`src/rtl/etapa_fetch.sv`:
```
// -----------------------------------------------------------------------------
// etapa_fetch: instruction-fetch stage feeding the IF/ID pipeline register.
//
// Owns the PC, selects the next PC (sequential or branch redirect), drives a
// variable-latency instruction-memory req/ready handshake and registers each
// fetched instruction into IF/ID. A one-entry skid buffer absorbs the word that
// completes while decode is stalled, so an open request never has to be
// withdrawn.
//
// Ports:
//   clk, rst_n      clock, asynchronous active-low reset
//   mem_req         request to instruction memory (decoded from state)
//   mem_addr        fetch address (the PC register)
//   mem_ready       memory completes the request this cycle
//   mem_rdata       fetched instruction
//   stall           decode cannot accept; IF/ID holds
//   branch_taken    redirect to branch_target, flushing IF/ID and skid
//   branch_target   redirect address
//   if_id_instr     registered instruction to decode
//   if_id_pc_next   registered PC+PC_INC of that instruction
//   if_id_valid     IF/ID holds a real instruction
//   pc_actual       current PC register (debug)
// -----------------------------------------------------------------------------
module etapa_fetch #(
    parameter int ADDR_W   = 8,
    parameter int DATA_W   = 32,
    parameter int PC_INC   = 4,
    parameter int RESET_PC = 0
) (
    input  logic              clk,
    input  logic              rst_n,
    output logic              mem_req,
    output logic [ADDR_W-1:0] mem_addr,
    input  logic              mem_ready,
    input  logic [DATA_W-1:0] mem_rdata,
    input  logic              stall,
    input  logic              branch_taken,
    input  logic [ADDR_W-1:0] branch_target,
    output logic [DATA_W-1:0] if_id_instr,
    output logic [ADDR_W-1:0] if_id_pc_next,
    output logic              if_id_valid,
    output logic [ADDR_W-1:0] pc_actual
);

    typedef enum logic [1:0] {
        ARRANQUE   = 2'd0,
        PIDE       = 2'd1,
        DESCARTA   = 2'd2,
        ESPERA_BUF = 2'd3
    } state_t;

    localparam logic [ADDR_W-1:0] PC_INC_V   = ADDR_W'(PC_INC);
    localparam logic [ADDR_W-1:0] RESET_PC_V = ADDR_W'(RESET_PC);

    state_t              state_q, state_d;
    logic [ADDR_W-1:0]   pc_q, pc_d;
    logic [DATA_W-1:0]   if_id_instr_q, if_id_instr_d;
    logic [ADDR_W-1:0]   if_id_pc_next_q, if_id_pc_next_d;
    logic                if_id_valid_q, if_id_valid_d;
    // Skid occupancy is implied by ESPERA_BUF, so no separate valid flag.
    logic [DATA_W-1:0]   skid_instr_q, skid_instr_d;
    logic [ADDR_W-1:0]   skid_pc_next_q, skid_pc_next_d;
    logic [ADDR_W-1:0]   pend_target_q, pend_target_d;

    logic                mem_req_s;
    logic                transfer_s;
    logic [ADDR_W-1:0]   pc_inc_s;

    // Request is a pure decode of the state register; the address is the PC.
    assign mem_req_s  = (state_q == PIDE) || (state_q == DESCARTA);
    assign transfer_s = mem_req_s && mem_ready;
    // Modulo 2^ADDR_W: the sum simply wraps.
    assign pc_inc_s   = pc_q + PC_INC_V;

    assign mem_req       = mem_req_s;
    assign mem_addr      = pc_q;
    assign pc_actual     = pc_q;
    assign if_id_instr   = if_id_instr_q;
    assign if_id_pc_next = if_id_pc_next_q;
    assign if_id_valid   = if_id_valid_q;

    // Next-state, next-PC, IF/ID and skid selection.
    always_comb begin
        state_d         = state_q;
        pc_d            = pc_q;
        if_id_instr_d   = if_id_instr_q;
        if_id_pc_next_d = if_id_pc_next_q;
        skid_instr_d    = skid_instr_q;
        skid_pc_next_d  = skid_pc_next_q;
        pend_target_d   = pend_target_q;
        // Decode consumes IF/ID every unstalled cycle; a load below overrides
        // this bubble.
        if (!stall) begin
            if_id_valid_d = 1'b0;
        end else begin
            if_id_valid_d = if_id_valid_q;
        end

        case (state_q)
            ARRANQUE: begin
                state_d = PIDE;
                if (branch_taken) begin
                    pc_d = branch_target;
                end else begin
                    pc_d = pc_q;
                end
            end

            PIDE: begin
                if (transfer_s) begin
                    if (branch_taken) begin
                        // Word belongs to the wrong path: drop it.
                        pc_d           = branch_target;
                        if_id_valid_d  = 1'b0;
                        skid_instr_d   = '0;
                        skid_pc_next_d = '0;
                    end else if (!stall || !if_id_valid_q) begin
                        if_id_instr_d   = mem_rdata;
                        if_id_pc_next_d = pc_inc_s;
                        if_id_valid_d   = 1'b1;
                        pc_d            = pc_inc_s;
                    end else begin
                        // IF/ID is full and held: park the word in the skid.
                        skid_instr_d   = mem_rdata;
                        skid_pc_next_d = pc_inc_s;
                        pc_d           = pc_inc_s;
                        state_d        = ESPERA_BUF;
                    end
                end else if (branch_taken) begin
                    // Request is still open and its address must stay put;
                    // remember the target and let the old word drain.
                    pend_target_d = branch_target;
                    if_id_valid_d = 1'b0;
                    state_d       = DESCARTA;
                end else begin
                    state_d = PIDE;
                end
            end

            DESCARTA: begin
                if_id_valid_d = 1'b0;
                if (branch_taken) begin
                    pend_target_d = branch_target;
                end else begin
                    pend_target_d = pend_target_q;
                end
                if (transfer_s) begin
                    // A redirect arriving with the transfer is the newest one.
                    if (branch_taken) begin
                        pc_d = branch_target;
                    end else begin
                        pc_d = pend_target_q;
                    end
                    state_d = PIDE;
                end else begin
                    state_d = DESCARTA;
                end
            end

            ESPERA_BUF: begin
                if (branch_taken) begin
                    if_id_valid_d  = 1'b0;
                    skid_instr_d   = '0;
                    skid_pc_next_d = '0;
                    pc_d           = branch_target;
                    state_d        = PIDE;
                end else if (!stall) begin
                    if_id_instr_d   = skid_instr_q;
                    if_id_pc_next_d = skid_pc_next_q;
                    if_id_valid_d   = 1'b1;
                    state_d         = PIDE;
                end else begin
                    state_d = ESPERA_BUF;
                end
            end

            default: begin
                state_d       = ARRANQUE;
                pc_d          = RESET_PC_V;
                if_id_valid_d = 1'b0;
            end
        endcase
    end

    // State, PC, IF/ID, skid and pending-target registers.
    always_ff @(posedge clk or negedge rst_n) begin
        if (!rst_n) begin
            state_q         <= ARRANQUE;
            pc_q            <= RESET_PC_V;
            if_id_instr_q   <= '0;
            if_id_pc_next_q <= '0;
            if_id_valid_q   <= 1'b0;
            skid_instr_q    <= '0;
            skid_pc_next_q  <= '0;
            pend_target_q   <= '0;
        end else begin
            state_q         <= state_d;
            pc_q            <= pc_d;
            if_id_instr_q   <= if_id_instr_d;
            if_id_pc_next_q <= if_id_pc_next_d;
            if_id_valid_q   <= if_id_valid_d;
            skid_instr_q    <= skid_instr_d;
            skid_pc_next_q  <= skid_pc_next_d;
            pend_target_q   <= pend_target_d;
        end
    end

endmodule

```
`config.mk`:
```
export PLATFORM = sky130hd
export DESIGN_NAME = etapa_fetch
export DESIGN_NICKNAME = d
export VERILOG_FILES = /design/src/rtl/etapa_fetch.sv
export SDC_FILE = /design/constraint.sdc
export NUM_CORES = 1
export LEC_CHECK = 0
export CAP_MARGIN = 20
export CORE_MARGIN = 1.5
export CORE_UTILIZATION = 51
export DETAILED_ROUTE_END_ITERATION = 10
export GPL_ROUTABILITY_DRIVEN = 0
export MAX_ROUTING_LAYER = met4
export PLACE_DENSITY_LB_ADDON = 0.25
export SYNTH_ARGS = -nofsm -noshare
export SYNTH_HDL_FRONTEND = slang
export SYNTH_SLANG_ARGS = --single-unit
```
`constraint.sdc`:
```
create_clock -name clk -period 2.25 [get_ports clk]
set_input_delay 0.5625 -clock clk [delete_from_list [all_inputs] [get_ports clk]]
set_output_delay 0.5625 -clock clk [all_outputs]
set_load 0.02 [all_outputs]
```
Word-level counts from Yosys, hierarchy flattened. Cells that the tools add are included.

Add/subtract/negate cells: 1. Multiply operators: 0. Divide/modulo/power cells: 0. Order comparisons: 0. Eq/ne operators: 15. Shifts and indexed selects: 0. Multiplexer cells: 46. Bitwise logic cells: 0. Reduce and logical (&&, ||, !) cells: 14.

Operator list (count): 32-bit two-way mux (9); 32-bit one-hot mux with 2 select lines (2); 8-bit two-way mux (15); 8-bit one-hot mux with 2 select lines (3); 8-bit one-hot mux with 3 select lines (1); 2-bit two-way mux (7); 2-bit inequality test (second input constant) (7); 3-bit inequality test (second input constant) (3); 8-bit by 3-bit adder with 8-bit output (second input constant) (1); 2-bit one-hot mux with 4 select lines (1); 1-bit two-way mux (7); 6-bit AND reduction (1); 2-bit == test (second input constant) (2); 2-bit by 1-bit inequality test with 1-bit output (second input constant) (2); 2-bit AND reduction (2); 4-bit AND reduction (1); 2-bit nonzero test (2); 1-bit one-hot mux with 3 select lines (1); 3-bit AND reduction (1); 2-bit by 1-bit == test with 1-bit output (second input constant) (1); 1-bit logical NOT (2); 2-bit logical NOT (1); 1-bit logical OR (2); 2-bit OR reduction (1); 1-bit logical AND (1).

Register bits: 99. Latch bits: 0. Bits in writable memories: 0. Bits in read-only memories: 0. Input port bits: 45. Output and inout port bits: 58. Word-level logic and storage cells: 84. Memories: 0.

Depth between registers and ports, before layout.
Depth after elaboration: 6. Gate-level depth with buffers: 9. Mapped depth without buffers: 6.

Least setup slack after synthesis. No wires, ideal clock.

Path type: reg2reg. Start point: register state_q[0]. End point: register pc_q[2] (netlist: mem_addr[2]). Library setup time: 0.104 ns. Arrival: 1.726 ns. Data required time: 2.146 ns. Path slack: 0.421 ns. Stages on the path, launching flop included: 8. Clock period less this slack: 1.829 ns. Cell sequence: dfrtp_1 -> inv_1 -> ha_1 -> inv_1 -> o2bb2ai_1 -> buf_2 -> a21oi_1 -> a221oi_1.

Word-level cells in the longest chain between the ends: 5. Elaborated cells on any way between the ends: 12. Classes of those cells: 6 x eq/ne; 1 x mux; 5 x reduce/logical.

Ends and longest elaborated chain: from (decl) (line 55) `state_t state_q, state_d;`; from (signal assigned) (line 197) `state_q <= state_d;`; 2-bit by 1-bit == test with 1-bit output / 2-bit == test (equally long branches) (line 70) `assign mem_req_s = (state_q == PIDE) || (state_q == DESCARTA);`; 1-bit logical OR * (line 70); net mem_req (line 32) `output logic mem_req,`; 1-bit logical AND * (line 71) `assign transfer_s = mem_req_s && mem_ready;`; 2-bit inequality test (no line); 3-bit AND reduction (no line) *; to (signal assigned) (line 198) `pc_q <= pc_d;`; to (decl) (line 56) `logic [ADDR_W-1:0] pc_q, pc_d;`.

Mark *: on every way through the listed nets, which the timed path passes. The rest lies on a longest branch. A chain may end at the register's enable or synchronous reset.

Worst setup path in the final report.
Start point: register state_q[0]. End point: register pc_q[2] (netlist: mem_addr[2]).

Word-level cells in the longest chain between the ends: 5. Elaborated cells on any way between the ends: 12. Classes of those cells: 6 x eq/ne; 1 x mux; 5 x reduce/logical.

Ends and longest elaborated chain (line): 2-bit by 1-bit == test with 1-bit output / 2-bit == test (equally long branches) (70, 99); 1-bit logical OR (70); 1-bit logical AND (71); 2-bit inequality test (no line); 3-bit AND reduction (no line).

Parallel ways exist; a longest one is shown, timed or not.

==> results.md <==
- Placed Area: about 6100 sq um
- Fill count: 757
- HPWL after DPL: around 7300 microns
- Critical Path End: mem_addr[2]
- Crit share post-route: a little over nine tenths
- Clk slew on worst S/H paths: 100 ps
- P_leak: between 2 and 3 nW
- Rows: 35
- CTS Root Buffer Type: clkbuf_8
- Hold_buf cts: 0
- Mapped Nets: between 500 and 600
- Starting Density: 52.75%
- Clk buf depth: 2
- Fraction of registers with async set/reset: 100.0%
- GRT busiest layer: met2
- Met1 Usage GRT: 28.21%
- Die width: 101.0 microns
- Detailed-route DRC error count: 0
- Largest net degree at the start of global routing: 100
- Synthesized flop and latch total: between 90 and 100
- CP bufs+invs: 2
- WL/cell: around 15 microns
- CP delay by family, top: compound AO/OA/AOI/OAI gates
- Number of synthesized flops with an enable pin: 0
- Skew final: slightly below 10 ps
- Final hold vios: 0
- CP Max Fanout: 6
- Final #Nets: between 600 and 700
- Total GRT Usage: 22.22%
- Crit Reg-Reg Endpoint: mem_addr[2]
- Top cell type by total area after synthesis: dfrtp_1
- Most numerous cell on the critical path: inv_1
- Post-synth top area share: between 50% and 60%
- Startpoint Class: flop
- Post-synth top flop: dfrtp_1
- Fmax: roughly 470 MHz
- Met2 Usage GRT: between 30% and 40%
- Die H: 101.0 microns
- GRT overflow: 0
- Num CTS Buffers: 9
- DRT Pass-1 Iters: 4
- Core Area: slightly above 9000 sq um
- Ranking of synthesized cells by area: dfrtp_1 (51%), mux2i_1 (8.2%), o21ai_0 (5.0%)
- R2r setup slk: roughly 120 ps
- Commonest cells in the netlist: dfrtp_1 (99), o21ai_0 (49), nand2_1 (48)
- Clk Latency, worst-skew pair: approximately 360 ps
- CTS tree: done
- Synth unique cells: between 40 and 50
- Most frequent cell after synthesis: dfrtp_1
- DRT iter0 DRCs: between 150 and 200
- Clk sinks: between 90 and 100
- Setup bufs post-CTS: 0
- Global-route wire length before repair: roughly 17000 microns
- Num ports: 103
- Share of cells above drive strength 1: between 10 and 15%
- Max-cap violations: 0
- RR Startpoint: state_q[0]
- Crit path largest cell delay: roughly 570 ps
- Min Tclk post-route: 2128 ps
- WP depth: 6
- Hold Crit Class: input pin to asynchronous set/reset pin
- Via count of the first global-routing pass: between 3000 and 4000
- Crit path cell chain: inv_1, ha_1, inv_1, o2bb2ai_1, a2111oi_0, a221oi_1
- Design Area, Final: roughly 6300 sq um
- Pwr Total: ~0.0087 W
- Reg2Reg Depth: 6
- Syn avg cell area: between 10 and 15 sq um
- Run status: finished clean
- Hold_ws: ~240 ps
- RSZ-0062 raised after global routing: false
- Vias per cell: 5.271
- Worst path slowest cell: a2111oi_0
- Vias post-DR: 3790
- Antenna violations before repair: 0
- Worst slew margin: about three fifths
- Fin. max-slew vios: 0
- Mapped cell area: roughly 4900 sq um
- I/O Buffers: about 100
- Worst-Margin Slew: 560.4 ps
- Crit path capture type: flop
- Total Wirelength: roughly 11000 microns
- Final Setup Violations: 0
- Worst Setup Path Type: flop to flop
- Area Overhead vs Synth: 28.56%
- Final setup margin: between 100 and 150 ps
- Global-route met3 utilization: 4.369%
- Die area: approximately 10000 sq um
- DP Worst Slack: -121.8 ps
- Worst vdd ir: between 0.0008 and 0.0009 V
- Register area share after synthesis: between 50 and 60%
- # diodes: 0
- Yosys warnings: 0
- Pwr per Cell Area: roughly 1400 nW/um^2
- WP data arrival: ~2300 ps
- Crit. Startpoint: state_q[0]
- Required time of the critical path: between 2000 and 2500 ps
- Antenna-violating nets left: 0
- Synthesized instance count: between 400 and 500
- Htree depth: 3
==> layout make-up <==
class	instances	area, sq um	share of cell area, %
clock buffer	9	123.9	1.967
multi-input combinational	301	2034	32.31
tap	129	161.4	2.564
timing repair buffer	127	1239	19.67
clock inverter	7	83.83	1.331
sequential	99	2477	39.35
inverter	47	176.4	2.802
==> repair_timing <==
item                       in CTS  in global routing
resized for setup               1                  3
setup endpoints to repair       1                 38
cloned                          0                  0
==> worst min-delay path by stage <==
stage                          startpoint               to  slack, ps  cells after the start
after global routing                rst_n  if_id_instr[24]        270                      2
after floorplan                     rst_n   if_id_instr[0]        270                      0
after detailed placement  if_id_instr[12]  if_id_instr[12]        470                      2
final                               rst_n  if_id_instr[24]        240                      2
after CTS                           rst_n  if_id_instr[24]        270                      2
after global placement    if_id_instr[10]  if_id_instr[10]        460                      2
==> sequential cells by signal, indices dropped and copies added (netlist names) <==
register,flops
pend_target_q,8
skid_pc_next_q,8
mem_addr,8
if_id_pc_next,8
skid_instr_q,32
if_id_instr,32
if_id_valid,1
state_q,2
==> power by group <==
| part | switching [W] | internal, W | total [W] |
|---|---|---|---|
| sequential | 0.000504 | 0.00254 | 0.00305 |
| combinational | 0.00230 | 0.00213 | 0.00443 |
| clock | 0.000668 | 0.000537 | 0.00120 |
| total | 0.00347 | 0.00521 | 0.00868 |
==> metrics by stage <==
stage                     cells  util [%]  setup TNS, ps
after CTS                   719     67.83              0
after floorplan             487         -              0
after global placement      703     65.61              0
after global routing        719     67.82              0
final                       719     67.82              0
after detailed placement    703     65.61          -1994
==> kinds of logic after synthesis <==
group,Yosys count,synth area share [%]
buffers and inverters,87,8.431
flip-flops,99,50.59
AO/OA/AOI/OAI,126,18.24
adder cells (fa/ha/maj),6,1.533
AND/OR/NAND/NOR,114,9.786
XOR/XNOR,4,0.7153
multiplexers,51,10.71
==> worst register-to-register path: cells and delay by family, from the launching register on <==
kind            cells  cell delay (ps)
compound gates      3              880
fa+ha+maj           1              400
buf+inv             2              270
flops               1              420
==> per-layer routing <==
layer / vias up / wire, microns
li1: 1857 / -
met1: 1821 / 4647
met2: 97 / 5215
met3: 15 / 516
met4: 0 / 182
met5: - / 0
==> cells in the final DEF, fill, tap and decap left out, types with 3 or more instances in the layout <==
cell and count:
clkdlybuf4s50_1 100, dfrtp_1 99, o21ai_0 49, nand2_1 48, inv_1 46, nor2_1 45
mux2i_1 40, buf_4 23, a31o_1 20, a31o_2 14, mux2_2 11, a21oi_1 9
clkbuf_8 9, nand2b_1 7, nand3_1 4, o22ai_1 4, xnor2_1 4, ha_1 4
a22oi_1 3, nor2b_1 3, a32oi_1 3, buf_12 3
(Power assumes the default switching activity.)
